--- config.mk ---
export PLATFORM = sky130hd
export DESIGN_NAME = lenet_input_reader
export DESIGN_NICKNAME = d
export VERILOG_FILES = /design/src/rtl/lenet_input_reader.sv
export SDC_FILE = /design/constraint.sdc
export NUM_CORES = 1
export LEC_CHECK = 0
export BUFFER_PORTS_ARGS = -buffer_cell sky130_fd_sc_hd__buf_4
export CAP_MARGIN = 20
export CORE_MARGIN = 4
export CORE_UTILIZATION = 33
export CTS_CLUSTER_SIZE = 24
export DETAILED_ROUTE_END_ITERATION = 6
export GPL_TIMING_DRIVEN = 0
export MAX_ROUTING_LAYER = met4
export SYNTH_ARGS = -nofsm -noshare
export SYNTH_HDL_FRONTEND = slang
export SYNTH_SLANG_ARGS = --single-unit
--- constraint.sdc ---
create_clock -name clk25 -period 3.9 [get_ports clk25]
set_input_delay 0 -clock clk25 [delete_from_list [all_inputs] [get_ports clk25]]
set_output_delay 0 -clock clk25 [all_outputs]
set_load 0.03 [all_outputs]
--- src/rtl/lenet_input_reader.sv ---
// Streams one padded CNN frame out of the capture buffer: pad pixels are synthesised,
// interior pixels are read one cycle ahead and queued in a 2-entry output FIFO.
module lenet_input_reader #(
  parameter int unsigned CNN_REAL_WIDTH  = 32,
  parameter int unsigned CNN_REAL_HEIGHT = 32,
  parameter int unsigned CNN_INPUT_PAD   = 2,
  parameter logic [7:0]  PAD_VALUE       = 8'h00
) (
  input  logic       clk25,
  input  logic       rst_n,
  input  logic       start,
  input  logic       lenet_data_ready,
  output logic       lenet_doing_signal,
  output logic [9:0] rd_addr,
  output logic       rd_en,
  input  logic [7:0] rd_data,
  output logic [7:0] px_data,
  output logic       px_valid,
  input  logic       px_ready,
  output logic       px_last,
  output logic       busy,
  output logic       frame_done
);

  localparam int unsigned N        = CNN_REAL_WIDTH * CNN_REAL_HEIGHT;
  localparam logic [9:0]  LAST_IDX = 10'(N - 1);
  localparam logic [9:0]  COL_MAX  = 10'(CNN_REAL_WIDTH - 1);
  localparam logic [9:0]  PAD_LO   = 10'(CNN_INPUT_PAD);
  localparam logic [9:0]  COL_HI   = 10'(CNN_REAL_WIDTH - CNN_INPUT_PAD);
  localparam logic [9:0]  ROW_HI   = 10'(CNN_REAL_HEIGHT - CNN_INPUT_PAD);

  typedef enum logic [1:0] {IDLE, ARMED, STREAM, DONE} state_e;

  state_e          state_q;
  logic            doing_q, busy_q, done_q;

  logic [9:0]      idx_q, row_q, col_q;
  logic            issued_all_q;
  logic            infl_q, infl_pad_q, infl_last_q;
  logic [1:0][7:0] fifo_data_q;
  logic [1:0]      fifo_last_q;
  logic            rd_ptr_q, wr_ptr_q;
  logic [1:0]      cnt_q, cnt_d;

  logic            streaming, is_pad, issue, head_fifo, head_last;
  logic            hs, last_hs, push, pop;
  logic [7:0]      infl_data, head_data;

  always_comb begin
    streaming = (state_q == STREAM);
    is_pad    = (row_q < PAD_LO) || (row_q >= ROW_HI) ||
                (col_q < PAD_LO) || (col_q >= COL_HI);
    issue     = streaming && !issued_all_q &&
                (({1'b0, cnt_q} + {2'b00, infl_q}) < 3'd2);
    infl_data = infl_pad_q ? PAD_VALUE : rd_data;
    // An empty FIFO presents the in-flight element directly so the first pixel
    // appears the cycle its read data returns; a stalled one is caught next edge.
    head_fifo = (cnt_q != 2'd0);
    head_data = head_fifo ? fifo_data_q[rd_ptr_q] : infl_data;
    head_last = head_fifo ? fifo_last_q[rd_ptr_q] : infl_last_q;
    px_valid  = streaming && (head_fifo || infl_q);
    px_data   = px_valid ? head_data : '0;
    px_last   = px_valid && head_last;
    hs        = px_valid && px_ready;
    last_hs   = hs && head_last;
    pop       = hs && head_fifo;
    push      = infl_q && !(hs && !head_fifo);
    cnt_d     = cnt_q + {1'b0, push} - {1'b0, pop};
    rd_en     = issue && !is_pad;
    rd_addr   = rd_en ? idx_q : '0;
  end

  always_ff @(posedge clk25 or negedge rst_n) begin
    if (!rst_n) begin
      state_q <= IDLE;
      doing_q <= 1'b0;
      busy_q  <= 1'b0;
      done_q  <= 1'b0;
    end else begin
      done_q <= 1'b0;
      case (state_q)
        IDLE: if (start) begin
          state_q <= ARMED;
          doing_q <= 1'b1;
          busy_q  <= 1'b1;
        end
        ARMED: if (lenet_data_ready) begin
          state_q <= STREAM;
          doing_q <= 1'b0;
        end
        STREAM: if (last_hs) begin
          state_q <= DONE;
          done_q  <= 1'b1;
        end
        DONE: begin
          state_q <= IDLE;
          busy_q  <= 1'b0;
        end
        default: state_q <= IDLE;
      endcase
    end
  end

  always_ff @(posedge clk25 or negedge rst_n) begin
    if (!rst_n) begin
      idx_q        <= '0;
      row_q        <= '0;
      col_q        <= '0;
      issued_all_q <= 1'b0;
      infl_q       <= 1'b0;
      infl_pad_q   <= 1'b0;
      infl_last_q  <= 1'b0;
      fifo_data_q  <= '0;
      fifo_last_q  <= '0;
      rd_ptr_q     <= 1'b0;
      wr_ptr_q     <= 1'b0;
      cnt_q        <= '0;
    end else if (!streaming) begin
      idx_q        <= '0;
      row_q        <= '0;
      col_q        <= '0;
      issued_all_q <= 1'b0;
      infl_q       <= 1'b0;
      infl_pad_q   <= 1'b0;
      infl_last_q  <= 1'b0;
      rd_ptr_q     <= 1'b0;
      wr_ptr_q     <= 1'b0;
      cnt_q        <= '0;
    end else begin
      infl_q      <= issue;
      infl_pad_q  <= is_pad;
      infl_last_q <= (idx_q == LAST_IDX);
      if (issue) begin
        if (idx_q == LAST_IDX) begin
          issued_all_q <= 1'b1;
        end else begin
          idx_q <= idx_q + 10'd1;
          if (col_q == COL_MAX) begin
            col_q <= '0;
            row_q <= row_q + 10'd1;
          end else begin
            col_q <= col_q + 10'd1;
          end
        end
      end
      if (push) begin
        fifo_data_q[wr_ptr_q] <= infl_data;
        fifo_last_q[wr_ptr_q] <= infl_last_q;
        wr_ptr_q              <= ~wr_ptr_q;
      end
      if (pop) rd_ptr_q <= ~rd_ptr_q;
      cnt_q <= cnt_d;
    end
  end

  assign lenet_doing_signal = doing_q;
  assign busy               = busy_q;
  assign frame_done         = done_q;

endmodule

# After elaboration in Yosys (flattened, before gate mapping)
# Index checks and enable logic that the tools add are counted.
# Widths: inputs -> output; s select.
dict set report totals {
  output_inout_bits 24
  wordCells 124
  reg_bits 61
  inputBits 13
}
dict set report op_classes {
  muxes 47
  n_lt_le_gt_ge 8
  n_bitwise 2
  n_reduce_logical 30
  n_addsub 6
  eq_ne 14
}
# operator n
set op_table {}
lappend op_table {{$mux 10} 12}
lappend op_table {{$mux 8} 6}
lappend op_table {{$add 10x1->10 const B} 3}
lappend op_table {{$ge 10x5->1 const B} 2}
lappend op_table {{$lt 10x2->1 const B} 2}
lappend op_table {{$mux 1} 18}
lappend op_table {{$bwmux 16} 1}
lappend op_table {{$ne 2x1->1 const B} 6}
lappend op_table {{$logic_and 1x1->1} 11}
lappend op_table {{$eq 10x10->1 const B} 1}
lappend op_table {{$eq 10x5->1 const B} 1}
lappend op_table {{$reduce_and 3->1} 3}
lappend op_table {{$demux 8 s1} 1}
lappend op_table {{$mux 2} 4}
lappend op_table {{$pmux 2 s4} 1}
lappend op_table {{$reduce_and 2->1} 4}
lappend op_table {{$ne 2x2->1 const B} 3}
lappend op_table {{$reduce_bool 2->1} 3}
lappend op_table {{$eq 2x2->1 const B} 2}
lappend op_table {{$logic_not 1->1} 4}
lappend op_table {{$logic_or 1x1->1} 4}
lappend op_table {{$lt 1x2->1 const B} 2}
lappend op_table {{$pmux 1 s2} 2}
lappend op_table {{$add 2x1->3} 1}
lappend op_table {{other kinds (9)} 10}

# Logic depth before layout (Yosys ltp)
dict set report depth {
  word_depth 10
  ltp_mapped 10
  depth_no_buf 10
}

# Worst setup path after synthesis
# Ideal clock, no wire load.
dict set report synth_timing {
  path_type {flip-flop to output port}
  start {register col_q[7]}
  end {output port rd_addr[0]}
  arrival_time_ns 2.215
  path_slack_ns 1.685
  required_ns 3.900
  n_path_buf 1
  path_stages_with_launch 6
  path_cell_list {dfrtp_1 -> or4_1 -> or4_4 -> nor4_2 -> buf_4 -> and2_1}
}
dict set report synth_between {
  elab_chain_cells 6
  word_cells_on_any_way 7
  classes_between {order compare (2); mux (1); reduce/logical (4)}
}
# item line
set synth_rtl {}
lappend synth_rtl {{from (decl)} 37} ;# logic [9:0] idx_q, row_q, col_q;
lappend synth_rtl {{from (signal assigned)} 142} ;# col_q <= col_q + 10'd1;
lappend synth_rtl {{$lt 10x2->1} 52} ;# (col_q < PAD_LO) || (col_q >= COL_HI);
lappend synth_rtl {{$logic_or 1x1->1} 51} ;# is_pad = (row_q < PAD_LO) || (row_q >= ROW_HI) ||
lappend synth_rtl {{$logic_or 1x1->1 (*)} 52}
lappend synth_rtl {{$logic_not 1->1 (*)} 69} ;# rd_en = issue && !is_pad;
lappend synth_rtl {{$logic_and 1x1->1 (*)} 69}
lappend synth_rtl {{via rd_en} 15} ;# output logic rd_en,
lappend synth_rtl {{$mux 10 (*)} 70} ;# rd_addr = rd_en ? idx_q : '0;
lappend synth_rtl {{to (decl)} 14} ;# output logic [9:0] rd_addr,
# Mark *: on every way through the listed nets, which the timed path passes. The rest lies on a longest branch.

# Worst setup path after layout
dict set report layout_timing {
  start {register col_q[7]}
  end {output port rd_addr[1]}
}
dict set report layout_between {
  elab_chain_cells 6
  word_cells_on_any_way 7
  classes_between {order compare (2); mux (1); reduce/logical (4)}
}
# item line
set layout_rtl {}
lappend layout_rtl {{$lt 10x2->1} 52}
lappend layout_rtl {{$logic_or 1x1->1} 51}
lappend layout_rtl {{$logic_or 1x1->1 (*)} 52}
lappend layout_rtl {{$logic_not 1->1 (*)} 69}
lappend layout_rtl {{$logic_and 1x1->1 (*)} 69}
lappend layout_rtl {{$mux 10 (*)} 70}
# Every way passes the cells marked *; elsewhere a longest branch is shown, timed or not.

==> results.sh <==
export IMPL_arrival_ns=2.64
export IMPL_final_common_cell="dfrtp_1"
export IMPL_syn_nets=371
export IMPL_num_rows=37
export IMPL_endpoint_kind="primary output"
export IMPL_grt_max_degree=62
export IMPL_yosysWarnings=0
export IMPL_setup_viol_count_final=0
export IMPL_cts_tree="yes"
export IMPL_viasPerCell=5.26
export IMPL_ys_types=45
export IMPL_grt_ovfl_total=0
export IMPL_worstPathMaxFanout=10
export IMPL_fin_util=0.406
export IMPL_grt_pass1_wl_mm=13.6
export IMPL_fillerInstances=1010
export IMPL_die_h_um=110
export IMPL_seqCellArea_um2=1530
export IMPL_root_buffer="clkbuf_8"
export IMPL_drc=0
export IMPL_initialDrtViolationCount=225
export IMPL_p_leak_nw=1.78
export IMPL_max_freq_mhz=378
export IMPL_cts_clk_slew_worst_paths_ns=0.08
export IMPL_antenna_cells=0
export IMPL_fp_dieW_um=110
export IMPL_critPathLaunchType="flop"
export IMPL_hold_path_class="in2reg"
export IMPL_coreArea_um2=10200
export IMPL_grt_pass1_vias=2789
export IMPL_clock_sinks=61
export IMPL_required_ns=3.90
export IMPL_synthCells=349
export IMPL_hpwl_mm=5.42
export IMPL_ys_ff_latch=61
export IMPL_p_per_area_nw_per_um2=575
export IMPL_yosys_area_top_type="dfrtp_1"
export IMPL_synth_top_area_frac=0.443
export IMPL_path_class="reg2out"
export IMPL_die_area_um2=12100
export IMPL_synth_area_um2=3440
export IMPL_slew_violations=0
export IMPL_fin_cells=542
export IMPL_rsz0062_at_grt="false"
export IMPL_ir_drop_mv=0.208
export IMPL_drive_gt1_frac=0.204
export IMPL_status="finished, final reports clean"
export IMPL_multiInputGateArea_um2=1800
export IMPL_syn_to_final_growth_pct=20.7
export IMPL_initial_utilization=0.337
export IMPL_hold_viol=0
export IMPL_pin_count=37
export IMPL_post_cts_resize_count=0
export IMPL_h_tree_depth=3
export IMPL_skew_ns=0.0118
export IMPL_fin_nets=423
export IMPL_antenna_found_initial=0
export IMPL_final_cell_mix="61 x dfrtp_1, 37 x buf_4, 32 x nand2_1"
export IMPL_finalWirelength_mm=8.09
export IMPL_cts_path_max_buffers=2
export IMPL_hold_slack_ns=0.108
export IMPL_fin_setup_tns_ns=0
export IMPL_period_share=0.678
export IMPL_avgSynthCellArea_um2=9.87
export IMPL_cts_setup_buffers=0
export IMPL_post_drt_wl_per_cell_um=14.9
export IMPL_clk_latency_ns=0.35
export IMPL_cts_buffers=9
export IMPL_grt_usage=0.146
export IMPL_routabilityCongestion=0.812
export IMPL_io_buffer_count=36
export IMPL_post_place_cells=521
export IMPL_slew_headroom=0.481
export IMPL_route_antenna_remaining_nets=0
export IMPL_vias=2851
export IMPL_dr_pass1_iters=4
export IMPL_cap_violations=0
export IMPL_synthTopCellsByArea="dfrtp_1 44%, mux2i_1 7.0%, mux2_2 6.5%, nand2_1 3.5%, ha_1 3.3%"
export IMPL_ys_seq_area_frac=0.443
export IMPL_worst_pin_slew_ns=0.774
export IMPL_post_route_min_period_ns=2.64
## cell families after synthesis
| logic type | share of synthesized area |
|---|---|
| muxes | 0.135 |
| buffers and inverters | 0.0349 |
| xor gates and xnor gates | 0.0102 |
| DFF | 0.443 |
| and+or+nand+nor | 0.253 |
| adders and majority gates | 0.0327 |
| AOI/OAI and AO/OA | 0.0908 |
## per-stage QoR
stage,power [W],instance area (µm²),setup WS (ns)
after floorplan,0.00148,3440,1.68
after global placement,0.00174,3880,1.46
after detailed placement,0.00176,3880,1.41
after CTS,0.00241,4160,1.24
after global routing,0.00257,4160,1.11
final,0.00239,4160,1.26
## timing repair
item | CTS | global route
hold buffers | 5 | 0
endpoints found under the setup margin | 0 | 0
endpoints found under the hold margin | 65 | 0
## flip-flops by register name, indices dropped and copies added, names as in the netlist, 2 cells and up
name	cells
fifo_data_q	16
col_q	10
state_q	2
idx_q	10
row_q	10
fifo_last_q	2
cnt_q	2
## worst max-delay path: stages, from the launching register on
cell	delay, ns
dfrtp_1	0.42
or4_1	0.55
or4_4	0.51
nor4_2	0.31
buf_4	0.21
and2_1	0.14
buf_4	0.16
## power by group
group	switching, W	internal [W]
Combinational	0.000567	0.000321
Sequential	0.0000995	0.000765
Clock	0.000277	0.000363
Total	0.000944	0.00145
## per-layer routing
layer | global-route usage | part of all wire
met2 | 0.217 | 0.44
met5 | - | 0
met1 | 0.196 | 0.49
met3 | 0.0402 | 0.050
met4 | 0.0413 | 0.015
## area by class of cell
type                       count  share of cell area
clock buffer                   9              0.0298
sequential                    61               0.367
timing repair buffer          41              0.0770
buffer                        19              0.0208
inverter                       9             0.00813
multi-input combinational    260               0.432
clock inverter                 7              0.0238
tap                          136              0.0409
## worst paths after layout
path,slack [ns],end,cells past startpoint,startpoint
min in group asynchronous,0.27,fifo_last_q[1],2,rst_n
worst max register to register,1.35,idx_q[1],7,idx_q[0]
worst max-delay path,1.26,rd_addr[1],6,col_q[7]
worst min-delay path,0.11,fifo_data_q[13],3,rd_data[5]
worst min register to register,0.51,fifo_data_q[3],1,fifo_data_q[3]
max in group asynchronous,3.11,fifo_data_q[9],2,rst_n
## cell usage after synthesis
master / n
o311ai_0: 1
and3_1: 4
nor2b_1: 8
nor4_2: 4
o211ai_1: 1
and2_1: 12
or4_4: 1
dfrtp_1: 61
buf_1: 1
o31ai_1: 5
xor2_1: 2
mux2_2: 20
a211oi_1: 11
o21ai_1: 1
o41ai_1: 1
a211o_1: 1
and4b_1: 2
clkbuf_1: 13
nor4_1: 9
a2bb2oi_1: 1
or2_2: 1
buf_6: 1
and4_1: 4
o22ai_1: 1
nor2_1: 19
nand2b_1: 15
nand3_1: 19
o32ai_1: 3
a21oi_1: 13
a21o_1: 1
or3_1: 1
buf_2: 3
nor3b_1: 1
nand2_1: 32
ha_1: 9
or4_1: 8
buf_4: 1
or3b_1: 1
xnor2_1: 2
o21ai_0: 8
nand4_1: 8
inv_1: 8
nor3_1: 6
clkinv_1: 1
mux2i_1: 24
Power figures use the tool's default switching activity.
